===== src/rtl/uart_pkg.sv =====
// rtl/uart_pkg.sv - shared types and helpers for the configurable UART
package uart_pkg;

  typedef enum logic [1:0] {
    PAR_NONE = 2'd0,
    PAR_ODD  = 2'd1,
    PAR_EVEN = 2'd2
  } parity_e;

  typedef enum logic [2:0] {
    IDLE,
    START,
    DATA,
    PAR,
    STOP
  } tx_state_e;

  // Number of bit periods in one frame: start + data + optional parity + stop.
  function automatic int frame_len(input int data_bits, input int parity, input int stop_bits);
    return 1 + data_bits + ((parity != 0) ? 1 : 0) + stop_bits;
  endfunction

endpackage


===== src/rtl/uart_tx_cfg_if.sv =====
// rtl/uart_tx_cfg_if.sv - valid/ready word handshake into the UART transmitter
interface uart_tx_cfg_if #(
  parameter int DATA_BITS = 8
);
  logic                 in_valid;
  logic [DATA_BITS-1:0] in_data;
  logic                 in_ready;

  modport master (output in_valid, output in_data, input in_ready);
  modport slave  (input in_valid, input in_data, output in_ready);
endinterface


===== src/rtl/uart_baud_gen.sv =====
// rtl/uart_baud_gen.sv - bit-period divider with restart, one-cycle tick on wrap
module uart_baud_gen #(
  parameter int BAUD_DIV = 434
) (
  input  logic clk,
  input  logic areset_n,
  input  logic restart,
  output logic tick
);
  localparam int CNT_W = (BAUD_DIV > 1) ? $clog2(BAUD_DIV) : 1;
  localparam logic [CNT_W-1:0] LAST = CNT_W'(BAUD_DIV - 1);

  logic [CNT_W-1:0] cnt_q, cnt_d;

  always_comb begin
    cnt_d = cnt_q + CNT_W'(1);
    if (restart || (cnt_q == LAST)) cnt_d = '0;
  end

  always_ff @(posedge clk) begin
    if (!areset_n) cnt_q <= '0;
    else           cnt_q <= cnt_d;
  end

  assign tick = !restart && (cnt_q == LAST);
endmodule


===== src/rtl/uart_tx_cfg.sv =====
// rtl/uart_tx_cfg.sv - UART transmitter with holding register and gapless back-to-back frames
module uart_tx_cfg
  import uart_pkg::*;
#(
  parameter int CLK_FRQ   = 50000000,
  parameter int BAUD_RATE = 115200,
  parameter int DATA_BITS = 8,
  parameter int PARITY    = 0,
  parameter int STOP_BITS = 1
) (
  input  logic         clk,
  input  logic         areset_n,
  uart_tx_cfg_if.slave s,
  output logic         tx,
  output logic         tx_busy,
  output logic         tx_done
);
  localparam int      BAUD_DIV = CLK_FRQ / BAUD_RATE;
  localparam parity_e PAR_MODE = parity_e'(PARITY[1:0]);
  localparam int      BIT_W    = $clog2(frame_len(DATA_BITS, PARITY, STOP_BITS) + 1);

  if (BAUD_DIV < 2) begin : g_bad_baud
    $fatal(1, "uart_tx_cfg: BAUD_DIV must be at least 2");
  end
  if (DATA_BITS < 5 || DATA_BITS > 9) begin : g_bad_data
    $fatal(1, "uart_tx_cfg: DATA_BITS must be 5..9");
  end
  if (PARITY < 0 || PARITY > 2) begin : g_bad_parity
    $fatal(1, "uart_tx_cfg: PARITY must be 0, 1 or 2");
  end
  if (STOP_BITS != 1 && STOP_BITS != 2) begin : g_bad_stop
    $fatal(1, "uart_tx_cfg: STOP_BITS must be 1 or 2");
  end

  tx_state_e            state_q, state_d;
  logic                 tx_q, tx_d;
  logic                 busy_q, busy_d;
  logic                 done_q, done_d;
  logic                 hold_valid_q, hold_valid_d;
  logic [DATA_BITS-1:0] hold_data_q, hold_data_d;
  logic [DATA_BITS-1:0] shift_q, shift_d;
  logic                 par_bit_q, par_bit_d;
  logic [BIT_W-1:0]     bit_cnt_q, bit_cnt_d;
  logic                 tick;
  logic                 load;

  // Counter sits at zero while idle so the first start bit is a full period.
  uart_baud_gen #(.BAUD_DIV(BAUD_DIV)) u_baud (
    .clk      (clk),
    .areset_n (areset_n),
    .restart  (state_q == IDLE),
    .tick     (tick)
  );

  always_comb begin
    state_d      = state_q;
    tx_d         = tx_q;
    busy_d       = busy_q;
    done_d       = 1'b0;
    hold_valid_d = hold_valid_q;
    hold_data_d  = hold_data_q;
    shift_d      = shift_q;
    par_bit_d    = par_bit_q;
    bit_cnt_d    = bit_cnt_q;
    load         = 1'b0;

    unique case (state_q)
      IDLE: begin
        tx_d   = 1'b1;
        busy_d = 1'b0;
        load   = hold_valid_q;
      end
      START: if (tick) begin
        state_d   = DATA;
        tx_d      = shift_q[0];
        bit_cnt_d = '0;
      end
      DATA: if (tick) begin
        if (bit_cnt_q == BIT_W'(DATA_BITS - 1)) begin
          bit_cnt_d = '0;
          if (PAR_MODE != PAR_NONE) begin
            state_d = PAR;
            tx_d    = par_bit_q;
          end else begin
            state_d = STOP;
            tx_d    = 1'b1;
          end
        end else begin
          bit_cnt_d = bit_cnt_q + BIT_W'(1);
          shift_d   = shift_q >> 1;
          tx_d      = shift_d[0];
        end
      end
      PAR: if (tick) begin
        state_d   = STOP;
        tx_d      = 1'b1;
        bit_cnt_d = '0;
      end
      STOP: if (tick) begin
        if (bit_cnt_q == BIT_W'(STOP_BITS - 1)) begin
          done_d = 1'b1;
          if (hold_valid_q) begin
            load = 1'b1;
          end else begin
            state_d = IDLE;
            busy_d  = 1'b0;
            tx_d    = 1'b1;
          end
        end else begin
          bit_cnt_d = bit_cnt_q + BIT_W'(1);
        end
      end
      default: state_d = IDLE;
    endcase

    // Drain and accept are mutually exclusive: accept needs an empty hold register.
    if (load) begin
      state_d      = START;
      tx_d         = 1'b0;
      busy_d       = 1'b1;
      shift_d      = hold_data_q;
      par_bit_d    = (^hold_data_q) ^ (PAR_MODE == PAR_ODD);
      hold_valid_d = 1'b0;
    end else if (s.in_valid && !hold_valid_q) begin
      hold_valid_d = 1'b1;
      hold_data_d  = s.in_data;
    end
  end

  always_ff @(posedge clk) begin
    if (!areset_n) begin
      state_q      <= IDLE;
      tx_q         <= 1'b1;
      busy_q       <= 1'b0;
      done_q       <= 1'b0;
      hold_valid_q <= 1'b0;
      hold_data_q  <= '0;
      shift_q      <= '0;
      par_bit_q    <= 1'b0;
      bit_cnt_q    <= '0;
    end else begin
      state_q      <= state_d;
      tx_q         <= tx_d;
      busy_q       <= busy_d;
      done_q       <= done_d;
      hold_valid_q <= hold_valid_d;
      hold_data_q  <= hold_data_d;
      shift_q      <= shift_d;
      par_bit_q    <= par_bit_d;
      bit_cnt_q    <= bit_cnt_d;
    end
  end

  assign tx         = tx_q;
  assign tx_busy    = busy_q;
  assign tx_done    = done_q;
  assign s.in_ready = !hold_valid_q;
endmodule


===== src/flat_wrapper.sv =====
// flat-port wrapper written by rule: the top's interface ports become plain ports
module uart_tx_cfg_flat import uart_pkg::*;
#(
  parameter int CLK_FRQ   = 50000000,
  parameter int BAUD_RATE = 115200,
  parameter int DATA_BITS = 8,
  parameter int PARITY    = 0,
  parameter int STOP_BITS = 1
)
  (clk, areset_n, tx, tx_busy, tx_done, s_in_valid, s_in_data, s_in_ready);
  uart_tx_cfg_if #(.DATA_BITS(DATA_BITS)) s_i ();
  input  logic clk;
  input  logic areset_n;
  output logic tx;
  output logic tx_busy;
  output logic tx_done;
  input wire logic [$bits(s_i.in_valid)-1:0] s_in_valid;
  input wire logic [$bits(s_i.in_data)-1:0] s_in_data;
  output wire logic [$bits(s_i.in_ready)-1:0] s_in_ready;
  assign s_i.in_valid = s_in_valid;
  assign s_i.in_data = s_in_data;
  assign s_in_ready = s_i.in_ready;
  uart_tx_cfg #(.CLK_FRQ(CLK_FRQ), .BAUD_RATE(BAUD_RATE), .DATA_BITS(DATA_BITS), .PARITY(PARITY), .STOP_BITS(STOP_BITS)) u_core (.clk(clk), .areset_n(areset_n), .s(s_i), .tx(tx), .tx_busy(tx_busy), .tx_done(tx_done));
endmodule

===== config.mk =====
export PLATFORM = sky130hd
export DESIGN_NAME = uart_tx_cfg_flat
export DESIGN_NICKNAME = d
export VERILOG_FILES = /design/src/rtl/uart_pkg.sv /design/src/rtl/uart_tx_cfg_if.sv /design/src/rtl/uart_baud_gen.sv /design/src/rtl/uart_tx_cfg.sv /design/src/flat_wrapper.sv
export SDC_FILE = /design/constraint.sdc
export NUM_CORES = 1
export LEC_CHECK = 0
export ABC_AREA = 1
export BUFFER_PORTS_ARGS = -buffer_cell sky130_fd_sc_hd__clkbuf_2
export CAP_MARGIN = 20
export CELL_PAD_IN_SITES_DETAIL_PLACEMENT = 1
export CELL_PAD_IN_SITES_GLOBAL_PLACEMENT = 2
export CORE_MARGIN = 4
export CORE_UTILIZATION = 35
export CTS_CLUSTER_DIAMETER = 60
export DETAILED_ROUTE_END_ITERATION = 10
export GPL_TIMING_DRIVEN = 0
export PLACE_DENSITY_LB_ADDON = 0.1
export SETUP_SLACK_MARGIN = 0.1
export SLEW_MARGIN = 0
export SYNTH_ARGS = -nofsm -noshare
export SYNTH_HDL_FRONTEND = slang
export SYNTH_SLANG_ARGS = --single-unit

===== constraint.sdc =====
create_clock -name clk -period 2.9 [get_ports clk]
set_clock_uncertainty 0.15 [all_clocks]
set_input_delay 0.58 -clock clk [delete_from_list [all_inputs] [get_ports clk]]
set_output_delay 0.58 -clock clk [all_outputs]
set_load 0.005 [all_outputs]

After elaboration in Yosys (flattened, before gate mapping)
Index checks and enable logic that the tools add are counted.

Flip-flop bits (word level): 36. Latch bits: 0. Memory bits (writable): 0. ROM bits: 0. Input port bits: 11. Logic and storage cells: 100. Memories: 0.

Add/subtract/negate cells: 2. Multipliers: 0. Div/mod/pow operators: 0. Order comparisons: 0. Eq/ne operators: 24. Shifts and indexed selects: 0. Multiplexer cells: 38. Bitwise operators: 3. Reduce and logical (&&, ||, !) cells: 23.

Operator list (number): $mux W8 (4); $mux W3 (7); $mux W4 (5); $ne A2 B1 Y1 const B (9); $ne A3 B1 Y1 const B (6); $mux W1 (17); $reduce_and A8 Y1 (2); $pmux W3 S5 (1); $pmux W4 S3 (1); $add A9 B1 Y9 const B (1); $eq A9 B9 Y1 const B (1); $reduce_and A7 Y1 (1); $eq A3 B2 Y1 const B (2); $reduce_and A3 Y1 (2); $reduce_bool A3 Y1 (2); $reduce_bool A6 Y1 (1); $reduce_or A2 Y1 (3); $pmux W1 S5 (1); $reduce_and A5 Y1 (1); $add A4 B1 Y4 const B (1); $eq A4 B3 Y1 const B (1); $logic_not A4 Y1 (1); $ne A2 B2 Y1 const B (2); $pmux W1 S2 (2); other kinds (11) (16).

Longest topological paths before layout
Gate-level depths: netlist of the first run.

Word-level depth: 7. Depth in mapped cells: 13.

By module
Synthesis of the first run repeated with hierarchy kept, for this count alone.

Cell total of the unflattened synthesis: 277. Area, all modules: 1844.3 sq um.

By module, submodules not included: uart_tx_cfg (times used 1, cells each 210, area an instance 1391.3 sq um, sequential area each 540.5 sq um); uart_baud_gen (times used 1, cells each 67, area an instance 452.9 sq um, sequential area each 180.2 sq um).

Least setup slack after synthesis of the first run
No wires, ideal clock.

Path kind: reg-to-reg. From: reg u_core.bit_cnt_q[0]. To: reg u_core.bit_cnt_q[1]. Library setup time: 0.126 ns. Arrival: 1.335 ns. Required time: 2.624 ns. Path slack: 1.289 ns. Stages on the path, launching flop included: 8. Clock period less this slack: 1.611 ns. Cells stage by stage: dfxtp_1 inv_1 ha_1 nand3_1 nor2_2 nand3b_2 o21ai_0 nor2_1.

Longest elaborated chain between the ends: 4. Elaborated cells on any way between the ends: 10. Those cells by class: add/sub: 1; eq/ne: 2; mux: 5; reduce/logical: 2.

Ends and longest elaborated chain: from (decl) (line uart_tx_cfg.sv:43) `logic [BIT_W-1:0] bit_cnt_q, bit_cnt_d;`; from (signal assigned) (line uart_tx_cfg.sv:150) `bit_cnt_q <= bit_cnt_d;`; $add A4 B1 Y4 / $eq A4 B3 Y1 (equally long branches) (line uart_tx_cfg.sv:89, uart_tx_cfg.sv:110, uart_tx_cfg.sv:79); $mux W4 (on tied branches) (line uart_tx_cfg.sv:100, uart_tx_cfg.sv:79); $mux W4 (on tied branches) (line uart_tx_cfg.sv:99, uart_tx_cfg.sv:78); $pmux W4 S3 (line uart_tx_cfg.sv:67) `unique case (state_q)`.

Parallel ways exist; a longest one is shown, timed or not. The select of a mux whose other input is x is not followed. A chain may end at the register's enable or synchronous reset.

Final worst setup path of the first run
Ends and elaborated chain as after synthesis.

==> results of run 1 <==
worst max-delay path by stage:
stage / to / depth (start not counted)
4_1_cts: u_core.bit_cnt_q[1] / 7
2_1_floorplan: u_core.bit_cnt_q[1] / 7
6_report: u_core.bit_cnt_q[1] / 7
3_5_place_dp: u_core.bit_cnt_q[1] / 7
5_1_grt: u_core.bit_cnt_q[1] / 7
3_3_place_gp: u_core.bit_cnt_q[1] / 7
cell usage in the layout, fill, tap and decap left out, drive strengths merged, types with 3 or more instances in the layout:
master and n:
nor3 3, clkbuf 24, nand2 52, nand3 21
a21oi 23, ha 4, o21ai 19, dfxtp 36
inv 28, nor2 37
area by class of cell:
type	instances	area [um2]	area share, %
Buffer	3	18.8	0.950
Sequential cell	36	721	36.5
Tap cell	67	83.8	4.24
Multi-Input combinational cell	169	877	44.4
Clock buffer	8	90.1	4.56
Inverter	30	115	5.83
Timing Repair Buffer	14	70.1	3.55
kinds of logic after synthesis:
group | synth area share (%)
xor+xnor | 1.52
buf+inv | 7.73
simple gates | 32.8
fa+ha+maj | 2.89
compound gates | 13.4
flops | 41.6
through the flow:
stage	hold WS (ns)	utilization, %	power (uW)
5_1_grt	0.332	41.6	1610
3_3_place_gp	0.301	39.7	1130
2_1_floorplan	0.281	-	1010
4_1_cts	0.321	41.6	1500
3_5_place_dp	0.310	39.7	1130
6_report	0.315	41.6	1480
critical path, stage by stage, from the launching register on:
cell and delay (ns):
dfxtp_1 0.39, inv_1 0.07, ha_1 0.20, nand3_1 0.15
nor2_2 0.06, nand3b_2 0.29, o21ai_0 0.41, nor2_1 0.09
synthesized netlist by cell type (all sizes together):
library cell / count
nand3b: 1
a21oi: 23
nor3: 3
nand3: 21
clkinv: 2
ha: 4
xnor2: 1
clkbuf: 2
o21ai: 19
nand2: 52
o21a: 1
nand4: 2
dfxtp: 36
or2: 1
nor3b: 2
xor2: 2
inv: 28
nor2: 37
buf: 1
where the power goes:
part | internal, uW | switching, uW | total [uW] | leakage [uW]
sequential | 569 | 53.1 | 622 | 0.000294
clock | 194 | 173 | 366 | 0.0000455
combinational | 175 | 313 | 488 | 0.000499
registers in the layout, summed over array words and instances (netlist names):
register,flops
u_core.u_baud.cnt_q,9
u_core.hold_data_q,8
u_core.shift_q,8
u_core.bit_cnt_q,4
u_core.state_q,3
u_core.hold_valid_q,1
u_core.tx,1
u_core.tx_busy,1
u_core.tx_done,1
routing by layer:
layer / up-vias / GRT usage, %
li1: 807 / -
met1: 679 / 20.7
met2: 15 / 22.3
met3: 6 / 3.90
met4: 0 / 5.77
met5: - / 0
==> run metrics, run 1 <==
DP Cell Count 319; GPL Wtd Cong 0.761; PwrDens 747 nW/um2; final wirelength 3.92 mm; Worst slew margin 69.7%; Die X 78.3 um; CTS Sinks 36; share of layout cells above drive strength 1 16.5%; Skew-Pair Late Insertion Delay 0.28 ns; Hold Buf Count CTS 0; critical hold path startpoint u_core.hold_data_q[2]; Slew Viols, Final 0; Starting Density 36.4%; Mean Syn Cell Area 7.28 um2; Crit. Startpoint u_core.bit_cnt_q[0]; WL met2 1.63 mm; Setup Viol. Count Final 0; Yosys Warn Count 0; FP Rows 25; final setup TNS 0 ns; die height 78.3 um; vias in the first global route 1,594; initial drt markers 31; Vias 1,507; Fmax 520 MHz; Area contributors post-synth dfxtp_1, nand2_1, nor2_1; Post-CTS Setup Inserts 0; Critical Path Source Type register; DIE AREA 6140 um2; Hold Crit Depth 2; Setup CP Type register to register; Slew @ Worst Pin 0.454 ns; Max VDD drop 294 uV; DRC 0; r2r setup slk 0.98 ns; post-route ant nets 0; crit path DAT 1.94 ns; per-cell routed wire length 12.0 um; largest net degree at the start of global routing 11; Critical R2R Launch u_core.bit_cnt_q[0]; Reg clk slew, reported paths 0.07 ns; status finished clean; CP required 2.91 ns; FILL cells 627; post-synthesis sequential area ratio 41.6%; # diodes 0; Port-buffer cells 14; IO Count 15; core area 4750 um2; Post-CTS Resized 0; RSZ-0062 raised after global routing no; met3 wire length 116 um; Syn Nets 253; DRT Pass-1 Iters 4; Area Growth Syn to Fin 14.1%; Hold Fails Final Rpt 0; hold path endpoint u_core.hold_data_q[2]; number of max-cap violations 0; mapped cell area 1730 um2; worst hold path type register to register; TritonCTS clock tree built; Overall Global Routing Usage 15.0%; area leader, netlist dfxtp_1; FF-to-FF path depth 7; final worst slack 0.978 ns; TritonCTS buffer count 5; critical path endpoint category register; gr ovfl total 0; Critical R2R Capture u_core.bit_cnt_q[1]; Post-Synthesis Cells 238; first-pass GRT wire length 7.32 mm; #FFs+latches synth 36; initial antenna violation count 0; clk buf depth 2; vias per inst 4.61; DP Wirelength 3.06 mm; CTS Root Cell clkbuf_8; synth unique cells 29; highest routing layer actually used met4; Synth top area share 41.6%; Static Leak 0.000839 uW; Final Critical Period 1.92 ns; H-tree depth 2; Final Non-Filler Cells 327; placed standard-cell area 1890 um2; final instance area 1980 um2; crit-path max FO 9; nets@finish 274; DP Worst Slack 0.962 ns; Met1 Wirelength 2.10 mm; post-route clock period utilization 66.3%
No activity file was read; power rests on OpenSTA's default activity.
==> run 2: changes to the inputs <==
--- a/config.mk
+++ b/config.mk
@@ -11,7 +11,7 @@
 export CELL_PAD_IN_SITES_DETAIL_PLACEMENT = 1
 export CELL_PAD_IN_SITES_GLOBAL_PLACEMENT = 2
 export CORE_MARGIN = 4
-export CORE_UTILIZATION = 35
+export CORE_UTILIZATION = 33
 export CTS_CLUSTER_DIAMETER = 60
 export DETAILED_ROUTE_END_ITERATION = 10
 export GPL_TIMING_DRIVEN = 0
==> constraint.sdc (replaced) <==
create_clock -name clk -period 1.85 [get_ports clk]
set_clock_uncertainty 0.15 [all_clocks]
set_input_delay 0.37 -clock clk [delete_from_list [all_inputs] [get_ports clk]]
set_output_delay 0.37 -clock clk [all_outputs]
set_load 0.005 [all_outputs]
==> run metrics, run 2 (same netlist as run 1, synthesis figures left out) <==
H-tree depth 2 (unchanged); first-pass GRT wire length 7.10 mm (-3.0%); CP top delay family simple AND/OR/NAND/NOR gates; largest registers u_core.u_baud.cnt_q: 9 flops, u_core.hold_data_q: 8 flops, u_core.shift_q: 8 flops; Critical R2R Launch u_core.u_baud.cnt_q[1]; Fmax 575 MHz (+10%); Top reg by flops u_core.u_baud.cnt_q; DP Wirelength 3.12 mm (+2.1%); Largest register FFs 9 (unchanged); Setup Viol. Count Final 0 (unchanged); Setup CP Type register to register; Final Critical Period 1.74 ns (-0.183 ns); DRT Pass-1 Iters 4 (unchanged); Port-buffer cells 14 (unchanged); critical path endpoint category register; PwrDens 1120 nW/um2 (+50%); final wirelength 4.55 mm (+16%); CTS Sinks 36 (unchanged); Worst slew margin 70.5% (+0.85 points); Final Hold Slack 0.155 ns (-0.160 ns); max incr delay on CP 0.32 ns (-0.09 ns); clk buf depth 2 (unchanged); status finished clean; initial antenna violation count 0 (unchanged); Slew Viols, Final 0 (unchanged); Hold Buf Count CTS 0 (unchanged); most frequent cells in the layout nand2_1, dfxtp_1, nor2_1; Critical Path, Cell by Cell inv_2, ha_4, nand2_2, inv_2, nand2_2, nor2_4, buf_4, nand3b_4, or2_0, a21oi_1; die height 80.4 um (+2.7%); number of max-cap violations 0 (unchanged); Starting Density 33.9% (-2.5 points); TritonCTS clock tree built; IO Count 15 (unchanged); post-route clock period utilization 94.0% (+28 points); slowest stage cell, crit path dfxtp_2; commonest non-fill, non-tap cell in the layout nand2_1; placed standard-cell area 1890 um2 (+0.20%); FILL cells 651 (+3.8%); final instance area 2290 um2 (+16%); Die X 80.4 um (+2.7%); post-route ant nets 0 (unchanged); nets@finish 287 (+4.7%); CP required 1.91 ns (-1.00 ns); Max VDD drop 376 uV (+28%); Area Growth Syn to Fin 32.4%; Static Leak 0.000993 uW (+18%); crit-path max FO 9 (unchanged); core area 5110 um2 (+7.4%); TritonCTS buffer count 5 (unchanged); share of layout cells above drive strength 1 33.0% (+16 points); Hold Fails Final Rpt 0 (unchanged); GPL Wtd Cong 0.802 (+5.4%); FP Rows 26 (+4.0%); Crit. Startpoint u_core.u_baud.cnt_q[1]; largest net degree at the start of global routing 11 (unchanged); vias per inst 4.66 (+1.2%); initial drt markers 39 (+26%); Overall Global Routing Usage 14.4% (-0.61 points); Reg clk slew, reported paths 0.07 ns (about the same); worst hold path type input port to register; DRC 0 (unchanged); Skew-Pair Late Insertion Delay 0.29 ns (about the same); Critical Path Source Type register; RSZ-0062 raised after global routing yes; crit path buf inv count 3 (+2); DIE AREA 6470 um2 (+5.4%); Post-Route Utilization 44.9% (+3.3 points); CTS Root Cell clkbuf_8; # diodes 0 (unchanged); Vias 1,586 (+5.2%); gr ovfl total 0 (unchanged); per-cell routed wire length 13.4 um (+12%); vias in the first global route 1,487 (-6.7%); critical hold path startpoint s_in_data[5]; Slew @ Worst Pin 0.442 ns (-0.0118 ns); crit path DAT 1.80 ns (-0.14 ns)
[run 2: cell count changes in the layout (fill, tap and decap cells not counted), moves of 7 or more]
cell     previous run  this run
nand3_1            20        12
nand3_2             1         8
nand2_1            45        37
buf_4               0         7
[run 2: worst paths after layout]
path | endpoint | cells past startpoint | slack, ns
max | u_core.bit_cnt_q[0] | 10 | 0.11
min reg2reg | u_core.u_baud.cnt_q[0] | 1 | 0.30
max reg2reg | u_core.bit_cnt_q[0] | 10 | 0.11
min | u_core.hold_data_q[5] | 3 | 0.15
[run 2: what timing repair did]
action	in CTS	in global routing
gates resized for setup	9	48
setup endpoints to repair	16	19
buffers inserted	2	9
pin swaps	0	18
gates cloned	0	2
[run 2: power breakdown]
part / internal [uW] / switching (uW) / total (uW)
sequential: 896 / 101 / 997
combinational: 412 / 651 / 1060
clock: 243 / 273 / 516
[run 2: per-layer routing]
layer | vias to the layer above | track usage (%) | part of all wire (%)
met5 | - | 0 | 0
met4 | 0 | 5.07 | 0.86
met3 | 4 | 3.70 | 2.7
met2 | 19 | 21.0 | 43
met1 | 728 | 20.3 | 54
li1 | 835 | - | -
[run 2: final cells by class]
type / count / area [um2] / share of cell area [%]
Buffer: 3 / 22.5 / 0.983
Clock buffer: 5 / 68.8 / 3.00
Inverter: 30 / 123 / 5.35
Multi-Input combinational cell: 170 / 1070 / 46.7
Sequential cell: 36 / 727 / 31.7
Tap cell: 70 / 87.6 / 3.82
Timing Repair Buffer: 26 / 193 / 8.41
[run 2: worst min-delay path: stages]
cell and delay, ns:
clkbuf_2 0.07, nor2_1 0.03, nor2_1 0.08
[run 2: per-stage QoR]
stage	instances	setup slack, ns	total power (uW)	TNS, ns
2_1_floorplan	238	0.239	1580	0
3_3_place_gp	322	-0.126	1770	-0.352
3_5_place_dp	322	-0.132	1790	-0.395
4_1_cts	329	0.0599	2350	0
5_1_grt	340	-0.000274	2770	-0.000274
6_report	340	0.110	2580	0
==> run 3: changes to the inputs <==
--- a/config.mk
+++ b/config.mk
@@ -6,11 +6,11 @@
 export NUM_CORES = 1
 export LEC_CHECK = 0
 export ABC_AREA = 1
+export ABC_CLOCK_PERIOD_IN_PS = 1850
 export BUFFER_PORTS_ARGS = -buffer_cell sky130_fd_sc_hd__clkbuf_2
 export CAP_MARGIN = 20
 export CELL_PAD_IN_SITES_DETAIL_PLACEMENT = 1
 export CELL_PAD_IN_SITES_GLOBAL_PLACEMENT = 2
-export CORE_MARGIN = 4
 export CORE_UTILIZATION = 33
 export CTS_CLUSTER_DIAMETER = 60
 export DETAILED_ROUTE_END_ITERATION = 10
==> run metrics, run 3 (same netlist as run 1, synthesis figures left out) <==
Reg clk slew, reported paths 0.07 ns (about the same); most frequent cells in the layout nand2_1, dfxtp_1, nor2_1; Critical Path Source Type register; crit-path max FO 5 (-4); Slew @ Worst Pin 0.457 ns (+0.0147 ns); GPL Wtd Cong 0.734 (-8.5%); TritonCTS clock tree built; total design power 2580 uW (+0.35%); Static Leak 0.000967 uW (-2.5%); largest registers u_core.u_baud.cnt_q: 9 flops, u_core.hold_data_q: 8 flops, u_core.shift_q: 8 flops; CTS Sinks 36 (unchanged); Final Critical Period 1.71 ns (-0.0282 ns); post-route ant nets 0 (unchanged); largest net degree at the start of global routing 11 (unchanged); die height 74.4 um (-7.5%); FP Rows 26 (unchanged); clk buf depth 2 (unchanged); DRT Pass-1 Iters 5 (+1); Area Growth Syn to Fin 30.1%; Slew Viols, Final 0 (unchanged); DRC 0 (unchanged); Die X 74.4 um (-7.5%); PwrDens 1150 nW/um2 (+2.1%); Skew-Pair Late Insertion Delay 0.28 ns (about the same); core area 5070 um2 (-0.64%); Setup Viol. Count Final 0 (unchanged); Max VDD drop 589 uV (+57%); Top reg by flops u_core.u_baud.cnt_q; IO Count 15 (unchanged); DP Wirelength 2.95 mm (-5.4%); final worst slack 0.139 ns (+0.0282 ns); share of layout cells above drive strength 1 28.8% (-4.1 points); commonest non-fill, non-tap cell in the layout nand2_1; TritonCTS buffer count 5 (unchanged); number of max-cap violations 0 (unchanged); Fmax 584 MHz (+1.6%); DP Worst Slack -0.0646 ns (+0.0672 ns); Post-Route Utilization 44.4% (-0.48 points); Worst slew margin 69.6% (-0.98 points); initial drt markers 42 (+7.7%); status finished clean; H-tree depth 2 (unchanged); crit path DAT 1.76 ns (-0.04 ns); gr ovfl total 0 (unchanged); Hold Fails Final Rpt 0 (unchanged); Overall Global Routing Usage 16.3% (+1.9 points); worst hold path type input port to register; nets@finish 288 (+0.35%); vias in the first global route 1,459 (-1.9%); Port-buffer cells 14 (unchanged); RSZ-0062 raised after global routing yes; CTS Root Cell clkbuf_8; Setup CP Type register to register; CP required 1.90 ns (about the same); # diodes 0 (unchanged); Largest register FFs 9 (unchanged); final wirelength 4.15 mm (-8.8%); post-route clock period utilization 92.5% (-1.5 points); critical path endpoint category register; Vias 1,584 (-0.13%); per-cell routed wire length 12.0 um (-9.9%); Starting Density 34.1% (+0.22 points); initial antenna violation count 0 (unchanged); first-pass GRT wire length 6.89 mm (-2.9%); vias per inst 4.60 (-1.3%); DIE AREA 5540 um2 (-14%)
-- run 3: cell count changes in the layout (fill, tap and decap cells not counted), moves of 3 or more --
| cell | delta |
|---|---|
| nand3_1 | +6 |
| nand3_2 | -5 |
| a21oi_1 | +4 |
| a21oi_2 | -4 |
| buf_4 | +4 |
| nand2_1 | +3 |
| nor2_2 | -3 |
| nor2_4 | +3 |
-- run 3: worst max-delay path: stages, from the launching register on --
cell and delay, ns:
dfxtp_4 0.36, inv_1 0.05, ha_1 0.15, nand3_2 0.11, nor2_4 0.15, nand2_2 0.09
nand2_4 0.10, nand2_8 0.07, buf_4 0.16, nand2_1 0.06, nand2_1 0.05, a21oi_1 0.13
-- run 3: layer usage --
| layer | GRT usage, % | part of all wire [%] | vias to the layer above |
|---|---|---|---|
| li1 | - | - | 835 |
| met1 | 23.9 | 53 | 736 |
| met2 | 24.1 | 45 | 11 |
| met3 | 4.07 | 1.9 | 2 |
| met4 | 3.14 | 0.46 | 0 |
| met5 | 0 | 0 | - |
-- run 3: through the flow --
stage | instance area, um2 | instances | TNS, ns | hold WS, ns
floorplan | 1730 | 238 | 0 | 0.281
finish | 2250 | 344 | 0 | 0.164
detailed placement | 1890 | 322 | -0.174 | 0.299
CTS | 2110 | 339 | 0 | 0.155
global placement | 1890 | 322 | -0.228 | 0.296
global route | 2250 | 344 | 0 | 0.167
-- run 3: final timing paths --
check / start / to / slack (ns) / depth (start not counted)
min: s_in_data[7] / u_core.hold_data_q[7] / 0.16 / 3
max: u_core.bit_cnt_q[0] / u_core.shift_q[2] / 0.14 / 11
min reg2reg: u_core.hold_data_q[6] / u_core.hold_data_q[6] / 0.31 / 2
max reg2reg: u_core.bit_cnt_q[0] / u_core.shift_q[2] / 0.14 / 11
-- run 3: area by class of cell --
cell class / count / area [um2]
Buffer: 3 / 22.5
Clock buffer: 8 / 90.1
Fill cell: 658 / 2820
Inverter: 30 / 128
Multi-Input combinational cell: 169 / 993
Sequential cell: 36 / 729
Tap cell: 70 / 87.6
Timing Repair Buffer: 28 / 203
-- run 3: what timing repair did --
| action | CTS | global route |
|---|---|---|
| pin swaps | 4 | 11 |
| setup endpoints to repair | 14 | 17 |
| setup buffers | 8 | 5 |
| gates cloned | 1 | 0 |
| resized for setup | 14 | 31 |
| hold buffers | 0 | 0 |
-- run 3: power by group --
group,internal (uW),leakage [uW],total [uW],switching (uW)
clock,304,0.0000455,569,265
combinational,428,0.000625,1030,606
sequential,894,0.000297,983,88.7
total,1630,0.000967,2580,959
